$ cat src/rtl/seg_wb_pkg.sv
// rtl/seg_wb_pkg.sv - shared types and default sizes for the Wishbone single-transfer initiator
package seg_wb_pkg;

  localparam int ADDR_W_DEF         = 32;
  localparam int DATA_W_DEF         = 32;
  localparam int TIMEOUT_CYCLES_DEF = 255;

  typedef enum logic {
    IDLE = 1'b0,
    BUS  = 1'b1
  } wb_state_e;

  typedef enum logic {
    STS_OK  = 1'b0,
    STS_ERR = 1'b1
  } rsp_status_e;

endpackage

$ cat src/rtl/seg_wb_timeout.sv
// rtl/seg_wb_timeout.sv - strobe-length watchdog for the initiator
// expired is high during the TIMEOUT_CYCLES-th consecutive enabled cycle after a clear.
module seg_wb_timeout
  import seg_wb_pkg::*;
#(
  parameter int TIMEOUT_CYCLES = TIMEOUT_CYCLES_DEF
) (
  input  logic clk,
  input  logic rst,
  input  logic clear,
  input  logic enable,
  output logic expired
);

  localparam int CNT_W = (TIMEOUT_CYCLES < 2) ? 1 : $clog2(TIMEOUT_CYCLES);
  localparam logic [CNT_W-1:0] LAST = CNT_W'(TIMEOUT_CYCLES - 1);

  logic [CNT_W-1:0] count;

  always_ff @(posedge clk) begin
    if (rst || clear) begin
      count <= '0;
    end else if (enable && !expired) begin
      count <= count + 1'b1;
    end
  end

  assign expired = enable && (count == LAST);

endmodule

$ cat src/rtl/seg_wb_initiator.sv
// rtl/seg_wb_initiator.sv - Wishbone classic single-transfer initiator with valid/ready command port
// Optional strobe timeout is built when SEG_WB_TIMEOUT_EN is defined.
module seg_wb_initiator
  import seg_wb_pkg::*;
#(
  parameter int ADDR_W         = ADDR_W_DEF,
  parameter int DATA_W         = DATA_W_DEF,
  parameter int TIMEOUT_CYCLES = TIMEOUT_CYCLES_DEF
) (
  input  logic                CLK_I,
  input  logic                RST_I,
  input  logic                I_req_valid,
  output logic                O_req_ready,
  input  logic                I_req_we,
  input  logic [ADDR_W-1:0]   I_req_adr,
  input  logic [DATA_W-1:0]   I_req_dat,
  input  logic [DATA_W/8-1:0] I_req_sel,
  output logic                O_rsp_valid,
  output logic [DATA_W-1:0]   O_rsp_dat,
  output logic                O_rsp_err,
  output logic [ADDR_W-1:0]   ADR_O,
  output logic [DATA_W-1:0]   DAT_O,
  output logic [DATA_W/8-1:0] SEL_O,
  output logic                WE_O,
  output logic                CYC_O,
  output logic                STB_O,
  input  logic [DATA_W-1:0]   DAT_I,
  input  logic                ACK_I,
  input  logic                ERR_I
);

  if (DATA_W % 8 != 0 || TIMEOUT_CYCLES < 1) begin : g_bad_cfg
    $error("seg_wb_initiator: DATA_W must be a multiple of 8 and TIMEOUT_CYCLES at least 1");
  end

  wb_state_e   state_q, state_d;
  rsp_status_e status;
  logic        rsp_fire;
  logic        timeout_hit;

`ifdef SEG_WB_TIMEOUT_EN
  seg_wb_timeout #(
    .TIMEOUT_CYCLES(TIMEOUT_CYCLES)
  ) u_timeout (
    .clk    (CLK_I),
    .rst    (RST_I),
    .clear  (state_q == IDLE),
    .enable (state_q == BUS),
    .expired(timeout_hit)
  );
`else
  assign timeout_hit = 1'b0;
`endif

  // Termination priority: ERR_I over ACK_I, and a real termination over the timeout.
  always_comb begin
    state_d  = state_q;
    rsp_fire = 1'b0;
    status   = STS_OK;
    case (state_q)
      IDLE: if (I_req_valid) state_d = BUS;
      BUS: begin
        if (ERR_I) begin
          rsp_fire = 1'b1;
          status   = STS_ERR;
        end else if (ACK_I) begin
          rsp_fire = 1'b1;
        end else if (timeout_hit) begin
          rsp_fire = 1'b1;
          status   = STS_ERR;
        end
        if (rsp_fire) state_d = IDLE;
      end
      default: state_d = IDLE;
    endcase
  end

  always_ff @(posedge CLK_I) begin
    if (RST_I) begin
      state_q     <= IDLE;
      ADR_O       <= '0;
      DAT_O       <= '0;
      SEL_O       <= '0;
      WE_O        <= 1'b0;
      O_rsp_valid <= 1'b0;
      O_rsp_dat   <= '0;
      O_rsp_err   <= 1'b0;
    end else begin
      state_q     <= state_d;
      O_rsp_valid <= rsp_fire;
      if (state_q == IDLE && I_req_valid) begin
        ADR_O <= I_req_adr;
        DAT_O <= I_req_dat;
        SEL_O <= I_req_sel;
        WE_O  <= I_req_we;
      end
      if (rsp_fire) begin
        O_rsp_err <= (status == STS_ERR);
        O_rsp_dat <= (status == STS_OK && !WE_O) ? DAT_I : '0;
      end
    end
  end

  assign O_req_ready = (state_q == IDLE);
  assign CYC_O       = (state_q == BUS);
  assign STB_O       = (state_q == BUS);

endmodule

$ cat config.mk
export PLATFORM = sky130hd
export DESIGN_NAME = seg_wb_initiator
export DESIGN_NICKNAME = d
export VERILOG_FILES = /design/src/rtl/seg_wb_pkg.sv /design/src/rtl/seg_wb_timeout.sv /design/src/rtl/seg_wb_initiator.sv
export SDC_FILE = /design/constraint.sdc
export NUM_CORES = 1
export LEC_CHECK = 0
export CORE_ASPECT_RATIO = 1.1
export CORE_MARGIN = 1.5
export CORE_UTILIZATION = 37
export CTS_BUF_LIST = sky130_fd_sc_hd__clkbuf_16
export CTS_CLUSTER_SIZE = 12
export DETAILED_ROUTE_END_ITERATION = 10
export GPL_TIMING_DRIVEN = 0
export PLACE_DENSITY = 0.8
export SLEW_MARGIN = 5
export SYNTH_ARGS = -nofsm -noshare
export SYNTH_HDL_FRONTEND = slang
export SYNTH_SLANG_ARGS = --single-unit
$ cat constraint.sdc
create_clock -name CLK_I -period 1.45 [get_ports CLK_I]
set_input_delay 0.29 -clock CLK_I [delete_from_list [all_inputs] [get_ports CLK_I]]
set_output_delay 0.29 -clock CLK_I [all_outputs]
set_load 0.05 [all_outputs]
==> results.ini, run 1 <==
[run_status]
status = complete, no violations

[synthesis]
yosysTopAreaCellShare_pct = 59.6
synth.largest_area_cell = dfxtp_1
ys_ff_latch = 104
netlist_area_mm2 = 0.00349
yosys_warnings = 0
yosysSeqAreaShare_pct = 59.6
ys_types = 16
synth_fp_nets = 493
netlist_instances = 387
synth_area_per_cell_um2 = 9.03
synthTopCellsByArea = dfxtp_1 (60%), nand2_1 (15%), a21oi_1 (10%)

[worst_setup_path]
cp_data_required_time_ps = 1160
timing.rr.end = O_rsp_dat[1]
cp.arrival_ps = 1090
max_stage_delay_ps = 420
worstSetupEndpoint = STB_O
critPathSlowestCell = dfxtp_4
reg2reg_depth = 4
r2r-start = CYC_O
cp-end-kind = output port
reg2reg_slack_ps = 80
setup.worst_path.start = CYC_O
crit_chain = buf_4 -> clkbuf_4
cp-start-kind = flop
worstSetupPathType = flop to output port
crit_fanout = 9

[detailed_routing]
vias_per_cell = 4.81
drt_pass1_iterations = 7
drtAntennaViolNets = 0
vias = 3510
routedWlPerCell_um = 14.9
wl_met1_mm = 4.19
top_layer_used = met4
wl_met3_mm = 1.07
wirelength_mm = 10.9
post-route-drc-count = 0
drtIter0Drc = 104
routed-wl-met2_mm = 5.47

[place]
place_congestion = 0.710
dp_slack_ps = -529
dp.cells = 714
hpwl_mm = 8.11
io_buffer_count = 210

[cts]
clkLatencyLatePin_ps = 340
cts_buffers = 9
path_clk_slew_ps = 70
clock-root-buffer = clkbuf_16
postCtsHoldBufs = 0
cts_tree = done
htree_num_levels = 3
cts_buffer_depth = 2
clock-sinks = 104

[sta]
finalHoldViolCount = 0
rsz0062_at_grt = true
setup_ws_ps = 65.4
min_period_ps = 1380
fmax_mhz = 722
slew_viol_final = 0
setup_viol = 0
tns_ps = 0
finClkSkew_ps = 6.67
finalCritPeriodShare_pct = 95.5
worst_pin_slew_ps = 501
slew_headroom_pct = 66.6

[die]
core_mm2 = 0.00926
rows = 37
dieHeight_um = 105
pin_count = 212
die_x_um = 95.6
die-area_mm2 = 0.0100
start_util_pct = 37.7

[hold_path]
hold_class = primary input to flop

[layout]
drive_gt1_share_pct = 24.3
num_antenna_cells = 0
multi_input_area_mm2 = 0.00124
syn_to_final_growth_pct = 77.0
layout.area.seq_mm2 = 0.00209
stdcell_count = 730
nets = 714
final_common_cell = nand2_1
nFillCells = 740
final_util_pct = 66.8
most-common-layout-cells = nand2_1 (139), clkdlybuf4s50_1 (104), dfxtp_1 (103)

[global_routing]
grtUsageTotal_pct = 21.3
grt_max_degree = 19
gr-total-overflow = 0
grt_pass1_vias = 3416
grt_pass1_wl_mm = 16.7
antenna_found_initial = 0

[pwr]
p_int_mw = 4.74
power_leakage_nw = 2.36
combPwrFrac_pct = 20.6
p_seq_share_pct = 45.5
power_density_mw_per_mm2 = 1090
p_clk_share_pct = 33.9
p_sw_mw = 1.99
irDropWorstVdd_mv = 0.552
swShare_pct = 29.6

[flow_run]
max_cap_violations = 0

## worst min path at each step
stage / start / depth (start not counted) / slack, ps / endpoint
final: RST_I / 2 / 180 / WE_O
after global routing: RST_I / 2 / 190 / WE_O
after CTS: RST_I / 2 / 180 / WE_O
after detailed placement: ADR_O[31] / 2 / 450 / ADR_O[31]
after global placement: DAT_O[20] / 2 / 440 / DAT_O[20]
after floorplan: DAT_I[0] / 1 / 420 / O_rsp_dat[0]
## area by class of cell
class | count | area share (%)
flip-flops and latches | 104 | 33.7
clock buffers | 9 | 3.64
clock inverters | 7 | 0.870
well taps | 117 | 2.37
multi-input cells | 251 | 20.1
repair buffers | 210 | 35.7
plain buffers | 31 | 3.54
inverters | 1 | 0.121
## routing by layer
layer / vias up / global-route usage (%)
li1: 1728 / -
met1: 1626 / 23.2
met4: 0 / 6.72
met3: 10 / 6.70
met2: 146 / 38.2
met5: - / 0
## worst max-delay path: cells and delay by family, from the launching register on
kind     cells  cell delay, ps
flops        1             420
buf+inv      2             340
## cells in the mapped netlist
library cell	number
nand2_1	139
a22oi_1	1
clkbuf_1	12
nor2_1	4
nand2b_1	1
a21oi_1	70
inv_1	1
o21ba_2	1
buf_6	4
nor2b_1	1
nor4b_4	1
buf_2	12
buf_4	3
nand2b_4	1
dfxtp_1	104
a22o_1	32
## registers in the layout, indices dropped and copies added, names as in the netlist
name	count
CYC_O	1
SEL_O	4
DAT_O	32
O_rsp_dat	32
O_rsp_valid	1
O_rsp_err	1
WE_O	1
ADR_O	32
## repair_timing
action,4_1_cts,5_1_grt
setup buffers,0,0
resized for setup,327,7
endpoints found under the setup margin,162,13
## through the flow
step | total power [mW] | instance area, um2 | hold WS [ps]
after floorplan | 3.90 | 3540 | 423
after global placement | 4.52 | 5790 | 441
after global routing | 6.99 | 6180 | 191
after detailed placement | 4.55 | 5790 | 447
after CTS | 6.78 | 6170 | 178
final | 6.73 | 6180 | 180
## power groups by stage
stage	logic (mW)	clock network, mW	registers [mW]
6_report	1.38	2.28	3.06
4_1_cts	1.38	2.33	3.06
3_3_place_gp	1.40	0	3.12
5_1_grt	1.47	2.45	3.08
2_1_floorplan	0.314	0	3.58
3_5_place_dp	1.42	0	3.13
## cell families after synthesis
family	after synthesis	synth area share, %
and+or+nand+nor	147	16.8
DFF	104	59.6
AOI/OAI and AO/OA	104	18.6
buffers and inverters	32	5.05
Power figures use the tool's default switching activity.
==> run 2: changes to the inputs <==
--- a/config.mk
+++ b/config.mk
@@ -5,7 +5,7 @@
 export SDC_FILE = /design/constraint.sdc
 export NUM_CORES = 1
 export LEC_CHECK = 0
-export CORE_ASPECT_RATIO = 1.1
+export CORE_ASPECT_RATIO = 0.7
 export CORE_MARGIN = 1.5
 export CORE_UTILIZATION = 37
 export CTS_BUF_LIST = sky130_fd_sc_hd__clkbuf_16
==> run 2 against run 1 <==
Compared with the run above: largest power group unchanged; global-route usage up 0.22 points; critical path type unchanged; sequential share of layout area shrank 0.35 points; first-iteration DRC count grew 28%; clock skew shrank 1.6 ps; via count decreased by 2.4%; flip-flop and latch count did not move; hold slack got worse by 23 ps; total power is 5.0% higher; core utilization grew 1.8 points.
==> results.ini, run 2 (same netlist as run 1, synthesis figures left out) <==
[worst_setup_path]
worstSetupPathType = flop to output port
cp_top_family = flip-flops
crit_fanout = 9
cp-start-kind = flop
critPathSlowestCell = dfxtp_4
cp_data_required_time_ps = 1160
cp.arrival_ps = 1100
crit_chain = clkinvlp_4 -> buf_2
cp-end-kind = output port
max_stage_delay_ps = 430
cp_num_buf_inv = 2

[sta]
setup_viol = 0
min_period_ps = 1390
worst_pin_slew_ps = 471
slew_viol_final = 0
finalCritPeriodShare_pct = 96.0
holdWs_ps = 157
rsz0062_at_grt = false
slew_headroom_pct = 68.6
finalHoldViolCount = 0
fmax_mhz = 718
finClkSkew_ps = 5.03

[pwr]
power_density_mw_per_mm2 = 1130
swShare_pct = 27.0
power_mw = 7.06
p_seq_share_pct = 43.4
irDropWorstVdd_mv = 0.806
combPwrFrac_pct = 19.5
p_sw_mw = 1.90
p_clk_share_pct = 37.1
p_int_mw = 5.16
power_leakage_nw = 2.39

[detailed_routing]
wirelength_mm = 10.7
vias = 3425
drtIter0Drc = 133
vias_per_cell = 4.64
routedWlPerCell_um = 14.5
post-route-drc-count = 0
drtAntennaViolNets = 0
drt_pass1_iterations = 4

[die]
rows = 29
die-area_mm2 = 0.0100
pin_count = 212
core_mm2 = 0.00911
die_x_um = 119
dieHeight_um = 84.3
start_util_pct = 38.4

[cts]
clock-sinks = 104
clock-root-buffer = clkbuf_16
htree_num_levels = 3
clkLatencyLatePin_ps = 340
cts_buffers = 9
cts_buffer_depth = 2
cts_tree = done
postCtsHoldBufs = 0
path_clk_slew_ps = 70

[global_routing]
gr-total-overflow = 0
grtUsageTotal_pct = 21.5
grt_max_degree = 17
antenna_found_initial = 0
grt_pass1_wl_mm = 17.0
grt_pass1_vias = 3394

[layout]
drive_gt1_share_pct = 24.4
nets = 715
final_common_cell = nand2_1
final_util_pct = 68.6
num_antenna_cells = 0
most-common-layout-cells = nand2_1 (139), clkdlybuf4s50_1 (104), dfxtp_1 (103)
reg_top3 = ADR_O x32, DAT_O x32, O_rsp_dat x32
syn_to_final_growth_pct = 78.9

[place]
io_buffer_count = 210
place_congestion = 0.831
hpwl_mm = 8.03

[hold_path]
hold_class = primary input to flop

[flow_run]
max_cap_violations = 0

[run_status]
status = complete, no violations

==> run 2: metrics by stage <==
stage	cells	worst slack, ps	TNS, ps	instance area [um2]
finish	738	57.8	0	6250
global route	738	11.7	0	6250
CTS	737	1.89	0	6240
floorplan	387	-69.4	-2080	3540
detailed placement	721	-479	-30110	5790
global placement	721	-417	-27730	5790
==> run 2: path summary, 6_finish.rpt <==
| kind | from | end | slack (ps) | cells after the start |
|---|---|---|---|---|
| worst max register to register | CYC_O | ADR_O[30] | 120 | 6 |
| worst min-delay path | RST_I | WE_O | 160 | 2 |
| worst min register to register | ADR_O[13] | ADR_O[13] | 450 | 2 |
| worst max-delay path | CYC_O | O_req_ready | 60 | 2 |
==> run 2: final cells by class <==
cell class | instances | area [um2]
Fill cell | 745 | 2860
Multi-Input combinational cell | 251 | 1240
Inverter | 1 | 7.51
Clock buffer | 10 | 250
Buffer | 31 | 209
Sequential cell | 104 | 2090
Clock inverter | 6 | 81.3
Tap cell | 124 | 155
Timing Repair Buffer | 211 | 2220
==> run 2: power groups by stage <==
stage	registers (mW)	clock network, mW	logic (mW)
floorplan	3.58	0	0.314
global placement	3.12	0	1.40
detailed placement	3.13	0	1.41
CTS	3.07	2.69	1.38
global route	3.08	2.80	1.46
finish	3.07	2.62	1.38
==> run 2: routing by layer <==
metal	vias up	track usage (%)	wire, um
met2	126	35.7	5030
met4	0	6.68	165
met1	1561	26.2	4640
li1	1724	-	-
met3	14	7.88	872
met5	-	0	0
==> run 2: repair_timing <==
action | CTS | global route
setup buffers | 0 | 1
pin swaps | 0 | 1
cloned | 0 | 0
gates resized for setup | 325 | 4
endpoints found under the setup margin | 116 | 100
==> run 3: changes to the inputs <==
--- a/config.mk
+++ b/config.mk
@@ -7,12 +7,11 @@
 export LEC_CHECK = 0
 export CORE_ASPECT_RATIO = 0.7
 export CORE_MARGIN = 1.5
-export CORE_UTILIZATION = 37
-export CTS_BUF_LIST = sky130_fd_sc_hd__clkbuf_16
+export CORE_UTILIZATION = 38
+export CTS_BUF_LIST = sky130_fd_sc_hd__clkbuf_4
 export CTS_CLUSTER_SIZE = 12
 export DETAILED_ROUTE_END_ITERATION = 10
-export GPL_TIMING_DRIVEN = 0
-export PLACE_DENSITY = 0.8
+export PLACE_DENSITY = 0.82
 export SLEW_MARGIN = 5
 export SYNTH_ARGS = -nofsm -noshare
 export SYNTH_HDL_FRONTEND = slang
==> run 3 against run 2 <==
Compared with the run above: maximum frequency fell by 3.6%; die area decreased by 2.5%; critical path depth is the same; core utilization is 9.6 points higher; hold slack got worse by 17 ps; total power decreased by 9.5%; count of clock-buffer cells in the layout shrank 1; setup slack lost 52 ps; critical endpoint unchanged; largest power group unchanged; highest routed layer unchanged.
==> results.ini, run 3 (same netlist as run 1, synthesis figures left out) <==
[cts]
cts_buffers = 9
clock-root-buffer = clkbuf_4
path_clk_slew_ps = 160
htree_num_levels = 3
cts_buffer_depth = 2
clkLatencyLatePin_ps = 450
postCtsHoldBufs = 0
cts_tree = done
clock-sinks = 104

[detailed_routing]
drt_pass1_iterations = 5
drtIter0Drc = 279
drtAntennaViolNets = 0
routedWlPerCell_um = 16.8
post-route-drc-count = 0
vias_per_cell = 4.97
wirelength_mm = 12.2
vias = 3599

[worst_setup_path]
crit_fanout = 4
critPathSlowestCell = dfxtp_4
max_stage_delay_ps = 430
reg2reg_slack_ps = 50
cp-end-kind = output port
cp_top_family = flip-flops
crit_chain = clkinvlp_4 -> buf_12
cp_data_required_time_ps = 1160
cp_num_buf_inv = 2
cp-start-kind = flop
cp.arrival_ps = 1150
worstSetupPathType = flop to output port

[die]
die_x_um = 118
rows = 29
pin_count = 212
start_util_pct = 38.8
dieHeight_um = 83.2
die-area_mm2 = 0.00979
core_mm2 = 0.00900

[sta]
finalHoldViolCount = 0
slew_viol_final = 0
rsz0062_at_grt = true
min_period_ps = 1440
slew_headroom_pct = 72.2
setup_viol = 0
finalCritPeriodShare_pct = 99.6
finClkSkew_ps = 17.8
worst_pin_slew_ps = 417
fmax_mhz = 693

[layout]
nets = 701
reg_top3 = ADR_O x32, DAT_O x32, O_rsp_dat x32
fin_area_mm2 = 0.00704
final_common_cell = nand2_1
syn_to_final_growth_pct = 101
num_antenna_cells = 0
most-common-layout-cells = nand2_1 (139), buf_12 (112), clkdlybuf4s50_1 (104)
drive_gt1_share_pct = 24.7

[place]
place_congestion = 0.795
io_buffer_count = 211
hpwl_mm = 9.19
post_dp_cell_area_mm2 = 0.00683

[global_routing]
grtUsageTotal_pct = 24.9
grt_max_degree = 57
gr-total-overflow = 0
antenna_found_initial = 0
grt_pass1_vias = 3629
grt_pass1_wl_mm = 19.2

[flow_run]
max_cap_violations = 0

[pwr]
power_mw = 6.39
combPwrFrac_pct = 27.1
p_seq_share_pct = 49.2
p_sw_mw = 1.96
swShare_pct = 30.7
p_clk_share_pct = 23.7
power_leakage_nw = 2.77
irDropWorstVdd_mv = 0.896
p_int_mw = 4.43
power_density_mw_per_mm2 = 908

[run_status]
status = complete, no violations

[hold_path]
hold_class = primary input to flop

[run 3: cell type report]
| type | count | area [um2] |
|---|---|---|
| Clock buffer | 9 | 67.6 |
| Clock inverter | 7 | 77.6 |
| Fill cell | 560 | 1960 |
| Inverter | 1 | 7.51 |
| Multi-Input combinational cell | 251 | 1250 |
| Sequential cell | 104 | 2090 |
| Tap cell | 124 | 155 |
| Timing Repair Buffer | 228 | 3390 |
[run 3: path summary, 6_finish.rpt]
check,start,endpoint,depth (start not counted)
worst min-delay path,RST_I,O_rsp_valid,3
worst min register to register,SEL_O[2],SEL_O[2],2
worst max register to register,CYC_O,O_rsp_dat[0],6
worst max-delay path,CYC_O,O_req_ready,2
[run 3: power by group through the flow]
stage          Combinational (mW)  Sequential [mW]  Clock (mW)
3_3_place_gp                 1.68             3.20           0
3_5_place_dp                 1.71             3.21           0
4_1_cts                      1.74             3.14        1.55
5_1_grt                      1.81             3.16        1.67
2_1_floorplan               0.314             3.58           0
6_report                     1.73             3.14        1.52
[run 3: worst min-delay path, stage by stage]
cell,delay [ps]
buf_2,100
nand2b_4,130
nor2_1,50
[run 3: stage by stage]
| step | setup slack, ps | hold slack, ps | std cells | util (%) | TNS [ps] |
|---|---|---|---|---|---|
| floorplan | -69.4 | 423 | 387 | - | -2080 |
| global placement | -236 | 479 | 702 | 75.8 | -8780 |
| detailed placement | -349 | 486 | 702 | 75.8 | -15440 |
| CTS | -27.5 | 109 | 722 | 77.8 | -38.3 |
| global route | -67.5 | 99.4 | 724 | 78.2 | -168 |
| finish | 6.22 | 140 | 724 | 78.2 | 0 |
[run 3: what timing repair did]
item	4_1_cts	5_1_grt
gates cloned	0	1
buffers inserted	4	1
endpoints found under the setup margin	3	36
resized for setup	1	1
pin swaps	0	1
[run 3: layer usage]
metal / GRT usage [%] / wire length, um / up-vias
met3: 9.41 / 1170 / 18
met5: 0 / 0 / -
met2: 45.0 / 6370 / 186
met4: 6.87 / 207 / 0
li1: - / - / 1702
met1: 27.3 / 4430 / 1693
